### src/rtl/sr_jk_ff_bank.sv
// Bank of WIDTH independent edge-triggered cells with a runtime mode (SR/JK/D/T),
// sticky forbidden-SR flags and a per-channel change strobe.
module sr_jk_ff_bank #(
  parameter int WIDTH      = 8,
  parameter bit ACTIVE_LOW = 1'b1
) (
  input  logic             clk,
  input  logic             rst,
  input  logic             en,
  input  logic [1:0]       mode,
  input  logic [WIDTH-1:0] s,
  input  logic [WIDTH-1:0] r,
  input  logic             illegal_clr,
  output logic [WIDTH-1:0] q,
  output logic [WIDTH-1:0] qn,
  output logic [WIDTH-1:0] illegal,
  output logic [WIDTH-1:0] chg
);

  localparam logic [1:0] MODE_SR = 2'b00;
  localparam logic [1:0] MODE_JK = 2'b01;
  localparam logic [1:0] MODE_D  = 2'b10;
  localparam logic [1:0] MODE_T  = 2'b11;

  logic [WIDTH-1:0] q_r, qn_r, illegal_r, chg_r;
  logic [WIDTH-1:0] q_nxt_s, qn_nxt_s, ill_set_s, ill_nxt_s, chg_nxt_s;
  logic [WIDTH-1:0] sa_s, ra_s;

  // SR inputs normalised to active-high regardless of polarity parameter.
  assign sa_s = ACTIVE_LOW ? ~s : s;
  assign ra_s = ACTIVE_LOW ? ~r : r;

  // Per-channel next-state and complement computation for the selected mode.
  always_comb begin
    q_nxt_s   = q_r;
    qn_nxt_s  = qn_r;
    ill_set_s = {WIDTH{1'b0}};
    for (int i = 0; i < WIDTH; i++) begin
      case (mode)
        MODE_SR: begin
          case ({sa_s[i], ra_s[i]})
            2'b00: begin
              q_nxt_s[i]  = q_r[i];
              qn_nxt_s[i] = ~q_r[i];
            end
            2'b10: begin
              q_nxt_s[i]  = 1'b1;
              qn_nxt_s[i] = 1'b0;
            end
            2'b01: begin
              q_nxt_s[i]  = 1'b0;
              qn_nxt_s[i] = 1'b1;
            end
            default: begin
              // Forbidden input: both outputs high, as a NAND latch would show.
              q_nxt_s[i]   = 1'b1;
              qn_nxt_s[i]  = 1'b1;
              ill_set_s[i] = 1'b1;
            end
          endcase
        end
        MODE_JK: begin
          case ({s[i], r[i]})
            2'b00:   q_nxt_s[i] = q_r[i];
            2'b10:   q_nxt_s[i] = 1'b1;
            2'b01:   q_nxt_s[i] = 1'b0;
            default: q_nxt_s[i] = ~q_r[i];
          endcase
          qn_nxt_s[i] = ~q_nxt_s[i];
        end
        MODE_D: begin
          q_nxt_s[i]  = s[i];
          qn_nxt_s[i] = ~s[i];
        end
        MODE_T: begin
          q_nxt_s[i]  = q_r[i] ^ s[i];
          qn_nxt_s[i] = ~(q_r[i] ^ s[i]);
        end
        default: begin
          q_nxt_s[i]  = q_r[i];
          qn_nxt_s[i] = qn_r[i];
        end
      endcase
    end
  end

  // Sticky flag and change-strobe next values; a new forbidden input beats the clear.
  always_comb begin
    ill_nxt_s = illegal_r;
    chg_nxt_s = {WIDTH{1'b0}};
    if (en) begin
      ill_nxt_s = (illegal_clr ? {WIDTH{1'b0}} : illegal_r) | ill_set_s;
      chg_nxt_s = q_nxt_s ^ q_r;
    end else begin
      ill_nxt_s = illegal_clr ? {WIDTH{1'b0}} : illegal_r;
      chg_nxt_s = {WIDTH{1'b0}};
    end
  end

  // State registers with synchronous reset taking priority over any update.
  always_ff @(posedge clk) begin
    if (rst) begin
      q_r       <= {WIDTH{1'b0}};
      qn_r      <= {WIDTH{1'b1}};
      illegal_r <= {WIDTH{1'b0}};
      chg_r     <= {WIDTH{1'b0}};
    end else begin
      if (en) begin
        q_r  <= q_nxt_s;
        qn_r <= qn_nxt_s;
      end else begin
        q_r  <= q_r;
        qn_r <= qn_r;
      end
      illegal_r <= ill_nxt_s;
      chg_r     <= chg_nxt_s;
    end
  end

  assign q       = q_r;
  assign qn      = qn_r;
  assign illegal = illegal_r;
  assign chg     = chg_r;

endmodule

### config.mk
export PLATFORM = sky130hd
export DESIGN_NAME = sr_jk_ff_bank
export DESIGN_NICKNAME = d
export VERILOG_FILES = /design/src/rtl/sr_jk_ff_bank.sv
export SDC_FILE = /design/constraint.sdc
export NUM_CORES = 1
export LEC_CHECK = 0
export CAP_MARGIN = 40
export CORE_ASPECT_RATIO = 1.25
export CORE_UTILIZATION = 35
export CTS_BUF_LIST = sky130_fd_sc_hd__clkbuf_8
export CTS_CLUSTER_SIZE = 20
export DETAILED_ROUTE_END_ITERATION = 10
export PLACE_DENSITY_LB_ADDON = 0.15
export SYNTH_ARGS = -nofsm -noshare
export SYNTH_HDL_FRONTEND = slang
export SYNTH_SLANG_ARGS = --single-unit
### constraint.sdc
create_clock -name clk -period 1.1 [get_ports clk]
set_input_delay 0.22 -clock clk [delete_from_list [all_inputs] [get_ports clk]]
set_output_delay 0.22 -clock clk [all_outputs]
set_load 0.1 [all_outputs]
==> out/qor.csv, run 1 <==
stage,metric,value,unit
critical_path,R2R Setup Slk,-30,ps
run_status,failing checks,setup timing,
place,Setup Slack @ Placement,-810,ps
critical_path,"slowest stage delay, CP",370,ps
die,die area,5530,um^2
synth,Syn Inst Count,216,
drt,Vias/cell,5.16,
clock_network,Worst-Skew Late Latency,290,ps
die,Starting Density,0.363,
sta,Final period util,1.05,
finish,n_diodes,0,
drt,routed via count,1914,
synth,register area share after synthesis,0.349,
critical_path,worst endpoint required time,880,ps
critical_path,Worst setup EP type,output pin,
critical_path,Critical Path AT,930,ps
clock_network,CTS Hold Bufs,0,
run_status,status,finished with violations,
finish,nets,330,
finish,# fillers,402,
place,DP Area,3000,um^2
job,Max Cap Viol,0,
power_and_ir_drop,cell area power density,1150,nW/um^2
finish,layout cells sized above 1,0.482,
sta,Clock Skews,4.49,ps
global_route,initial antenna violation count,0,
clock_network,root buf cell,clkbuf_8,
sta,final worst slack,-53.5,ps
clock_network,CTS tree,yes,
power_and_ir_drop,Static Leak,1.38,nW
clock_network,H-tree depth,2,
die,Vert. Die Dim,82.9,um
critical_path,Worst path top cell family by delay,flip-flops,
sta,Final setup viols,9,
die,core area,5040,um^2
sta,Worst-Margin Slew,314,ps
critical_path,Buf/Inv on CP,2,
drt,number of remaining DRC errors,0,
drt,Detailed Route Iter0 Violations,98,
global_route,largest net degree at the start of global routing,22,
place,DP Wirelength,3.60,mm
critical_path,startpoint types,flip-flop,
global_route,grt ovf,0,
sta,Slew headroom,0.791,
global_route,first-pass GRT wire length,8.80,mm
synth,dominant cell type by area after synthesis,dfxtp_1,
finish,"most common cell after layout, fill and taps aside",buf_4,
power_and_ir_drop,Worst VDD drop,0.716,mV
synth,Synth top area share,0.349,
synth,Syn. warnings,0,
sta,Final TNS setup,-271,ps
synth,Yosys cell types,32,
power_and_ir_drop,overall power,3.79,mW
die,row count,29,
drt,drt pass-1 iters,4,
clock_network,Worst-path clk slew,70,ps
critical_path,slowest CP cell,dfxtp_4,
synth,syn_nets,238,
sta,Fin. Hold Viols,0,
die,Chip Width,66.7,um
finish,final instance area,3300,um^2
clock_network,cts bufs inserted,5,
global_route,gr usage total,0.207,
critical_path,Crit Path Category,flip-flop to output pin,
critical_path,Crit Path Max Fanout,4,
sta,post-layout min period,1150,ps
place,RePlAce Congestion,0.788,
sta,Fmax,867,MHz
clock_network,clock buffer depth,2,
sta,unrepaired setup endpoints after global routing,yes,
critical_path,CP Cell Sequence,"buf_6, buf_12",
finish,area delta synth->final,80.2,%
synth,Mapped Area,1830,um^2
drt,Total Wirelength,5.36,mm
finish,most frequent cells in the layout,"buf_4, buf_12, nor2_1, dfxtp_2, dlygate4sd2_1",
finish,final core utilization,0.655,
drt,Final ANT Viol Nets,0,
synth,synth top area cells,"dfxtp_1, nor2_1, o211ai_2, o32a_1, a21oi_2",
die,Ports,54,
worst_hold_path,HP Class,primary input to flip-flop,
sta,Slew Limit Fails,0,
clock_network,CTS sink count,32,
drt,wire per inst,14.4,um
synth,"FF+latch count, synth",32,
global_route,number of global-route vias before repair,1841,
place,Placed Cells,352,
synth,mean area per synthesized cell,8.49,um^2
sta,Fin Hold WS,405,ps
place,IO Port Bufs,53,
finish,Finished Layout Cells,371,
==> tightest hold or removal path, delay by kind of cell <==
kind / cells / cell delay, ps
compound gates: 1 / 160
buf+inv: 1 / 240
simple gates: 1 / 40
==> where the power goes <==
| part | switching, mW | internal [mW] | leakage [nW] | total [mW] |
|---|---|---|---|---|
| sequential | 0.0797 | 1.24 | 0.272 | 1.32 |
| combinational | 0.880 | 0.642 | 1.06 | 1.52 |
| clock | 0.452 | 0.499 | 0.0510 | 0.952 |
| total | 1.41 | 2.38 | 1.38 | 3.79 |
==> cells in the mapped netlist (all sizes together) <==
master  number
xor2         7
a31oi        9
clkbuf       5
a21oi       15
nor2b        2
nand2       11
o211ai       7
nand3b       7
and3b        1
o32a         8
o21ai        2
inv         10
buf         12
o21a         8
and3         1
nand4b       1
or3          8
dfxtp       32
nor2        37
nand2b       9
o221ai       1
and4b        7
nor3         8
a311o        1
mux2i        7
==> flip-flops by register name, indices dropped and copies added (netlist names) <==
register,cells
chg,8
qn,8
illegal,8
q,8
==> routing by layer <==
layer  routed length [um]  global-route usage  up-vias
li1                     -                   -      956
met1                 2410               0.282      892
met2                 2630               0.321       56
met3                  236              0.0330       10
met4                   81              0.0774        0
met5                    0                   0        -
==> cells by family after synthesis <==
logic type / after synthesis / synth area share
AO/OA/AOI/OAI: 51 / 0.228
XOR/XNOR: 7 / 0.0334
buffers and inverters: 27 / 0.0792
flip-flops: 32 / 0.349
multiplexers: 7 / 0.0382
AND/OR/NAND/NOR: 92 / 0.272
==> cell type report <==
type	instances	area, um^2	area share
clock buffers	6	82.6	0.0250
clock inverters	2	10.0	0.00303
inverters	10	40.0	0.0121
multi-input cells	157	1080	0.328
flip-flops and latches	32	701	0.212
well taps	62	77.6	0.0235
repair buffers	102	1310	0.396
==> what timing repair did <==
action,4_1_cts,5_1_grt
setup buffers,8,1
setup endpoints to repair,40,20
gates cloned,2,1
resized for setup,47,6
pin swaps,12,5
==> path summary, 6_finish.rpt <==
path                            startpoint    endpoint  depth (start not counted)
worst max-delay path                  q[3]        q[3]                          2
worst min-delay path                  s[7]  illegal[7]                          3
worst max register to register        q[3]        q[3]                          4
worst min register to register        q[2]      chg[2]                          2
(Power assumes the default switching activity.)
==> run 2, diff against run 1 <==
CAP_MARGIN = default   (was 40)
==> out/qor.csv, run 2 (synthesis results as in run 1) <==
stage,metric,value,unit,change
global_route,grt ovf,0,,unchanged
clock_network,Worst-path clk slew,70,ps,about the same
clock_network,CTS Hold Bufs,0,,unchanged
global_route,gr usage total,0.212,,was 0.207
die,row count,29,,unchanged
die,core area,5040,um^2,unchanged
power_and_ir_drop,Static Leak,1.37,nW,was 1.38 nW
job,Max Cap Viol,0,,unchanged
drt,wire per inst,14.8,um,was 14.4 um
sta,Slew Limit Fails,0,,unchanged
die,Chip Width,66.7,um,unchanged
power_and_ir_drop,cell area power density,1150,nW/um^2,about the same
critical_path,worst endpoint required time,880,ps,about the same
finish,n_diodes,0,,unchanged
global_route,number of global-route vias before repair,1852,,was 1841
critical_path,Crit Path Max Fanout,4,,unchanged
sta,Clock Skews,3.11,ps,was 4.49 ps
clock_network,CTS tree,yes,,unchanged
sta,Fin. Hold Viols,0,,unchanged
finish,most frequent cells in the layout,"buf_4, buf_12, nor2_1, dfxtp_2, dlygate4sd2_1",,unchanged
run_status,status,finished with violations,,unchanged
sta,Slew headroom,0.782,,was 0.791
drt,routed via count,1924,,was 1914
finish,final instance area,3290,um^2,was 3300 um^2
drt,drt pass-1 iters,4,,unchanged
die,Ports,54,,unchanged
sta,Final period util,1.05,,about the same
global_route,initial antenna violation count,0,,unchanged
drt,Vias/cell,5.20,,was 5.16
global_route,first-pass GRT wire length,9.06,mm,was 8.80 mm
clock_network,Worst-Skew Late Latency,280,ps,was 290 ps
power_and_ir_drop,overall power,3.80,mW,was 3.79 mW
finish,"most common cell after layout, fill and taps aside",buf_4,,unchanged
critical_path,Crit Path Category,flip-flop to output pin,,unchanged
place,IO Port Bufs,53,,unchanged
power_and_ir_drop,Worst VDD drop,0.762,mV,was 0.716 mV
clock_network,H-tree depth,2,,unchanged
clock_network,root buf cell,clkbuf_8,,unchanged
die,Vert. Die Dim,82.9,um,unchanged
finish,area of the multi-input gates,1090,um^2,was 1080 um^2
finish,Finished Layout Cells,370,,was 371
finish,Reg area,701,um^2,unchanged
run_status,failing checks,setup timing,,unchanged
critical_path,Worst setup EP type,output pin,,unchanged
sta,final worst slack,-51.7,ps,was -53.5 ps
critical_path,Critical Path AT,930,ps,about the same
clock_network,clock buffer depth,2,,unchanged
sta,Fmax,868,MHz,was 867 MHz
place,RePlAce Congestion,0.788,,unchanged
sta,post-layout min period,1150,ps,about the same
sta,Final setup viols,8,,was 9
clock_network,CTS sink count,32,,unchanged
finish,# fillers,425,,was 402
drt,number of remaining DRC errors,0,,unchanged
die,Starting Density,0.363,,unchanged
drt,Final ANT Viol Nets,0,,unchanged
drt,Total Wirelength,5.48,mm,was 5.36 mm
drt,Detailed Route Iter0 Violations,73,,was 98
finish,nets,329,,was 330
place,Setup Slack @ Placement,-893,ps,was -810 ps
critical_path,reg2reg path depth,4,,unchanged
finish,layout cells sized above 1,0.481,,was 0.482
worst_hold_path,HP Class,primary input to flip-flop,,unchanged
global_route,largest net degree at the start of global routing,22,,unchanged
place,Placed Cells,351,,was 352
die,die area,5530,um^2,unchanged
sta,Worst-Margin Slew,326,ps,was 314 ps
place,DP Wirelength,3.59,mm,was 3.60 mm
finish,area delta synth->final,79.4,%,was 80.2%
clock_network,cts bufs inserted,5,,unchanged
place,DP Area,2990,um^2,was 3000 um^2
finish,final core utilization,0.652,,was 0.655
critical_path,startpoint types,flip-flop,,unchanged
worst_hold_path,WHS Path Cells,3,,unchanged
sta,unrepaired setup endpoints after global routing,yes,,unchanged
-- run 2: metal layers --
metal	track usage	vias up	share of wire
met2	0.321	58	0.49
met3	0.0426	11	0.037
met4	0.0735	0	0.016
met5	0	-	0
li1	-	949	-
met1	0.294	906	0.46
-- run 2: final timing paths --
check,end,slack [ps],start
hold reg to reg,chg[2],540,q[2]
setup / recovery,q[3],-50,q[3]
hold / removal,illegal[7],410,s[7]
setup reg to reg,q[5],-40,q[5]
-- run 2: repair_timing --
item	CTS	global route
setup buffers	5	4
cloned	2	1
gates resized for setup	47	4
endpoints found under the hold margin	0	0
setup endpoints to repair	40	23
pin swaps	11	8
-- run 2: cell type report --
type	count	area share
Clock buffer	6	0.0251
Clock inverter	2	0.00304
Inverter	10	0.0122
Multi-Input combinational cell	157	0.331
Sequential cell	32	0.213
Tap cell	62	0.0236
Timing Repair Buffer	101	0.392
-- run 2: through the flow --
stage | hold slack, ps | setup TNS (ps)
6_report | 410 | -295
5_1_grt | 439 | -790
4_1_cts | 405 | -238
3_5_place_dp | 545 | -24860
3_3_place_gp | 540 | -23950
2_1_floorplan | 354 | -1290
-- run 2: report_power, final --
| part | total, mW | internal (mW) | switching, mW |
|---|---|---|---|
| sequential | 1.32 | 1.24 | 0.0826 |
| combinational | 1.52 | 0.636 | 0.883 |
| clock | 0.955 | 0.499 | 0.456 |
| total | 3.80 | 2.37 | 1.42 |
-- run 2: worst max-delay path, stage by stage, from the launching register on --
cell and delay (ps):
dfxtp_4 370, buf_6 110, buf_12 160
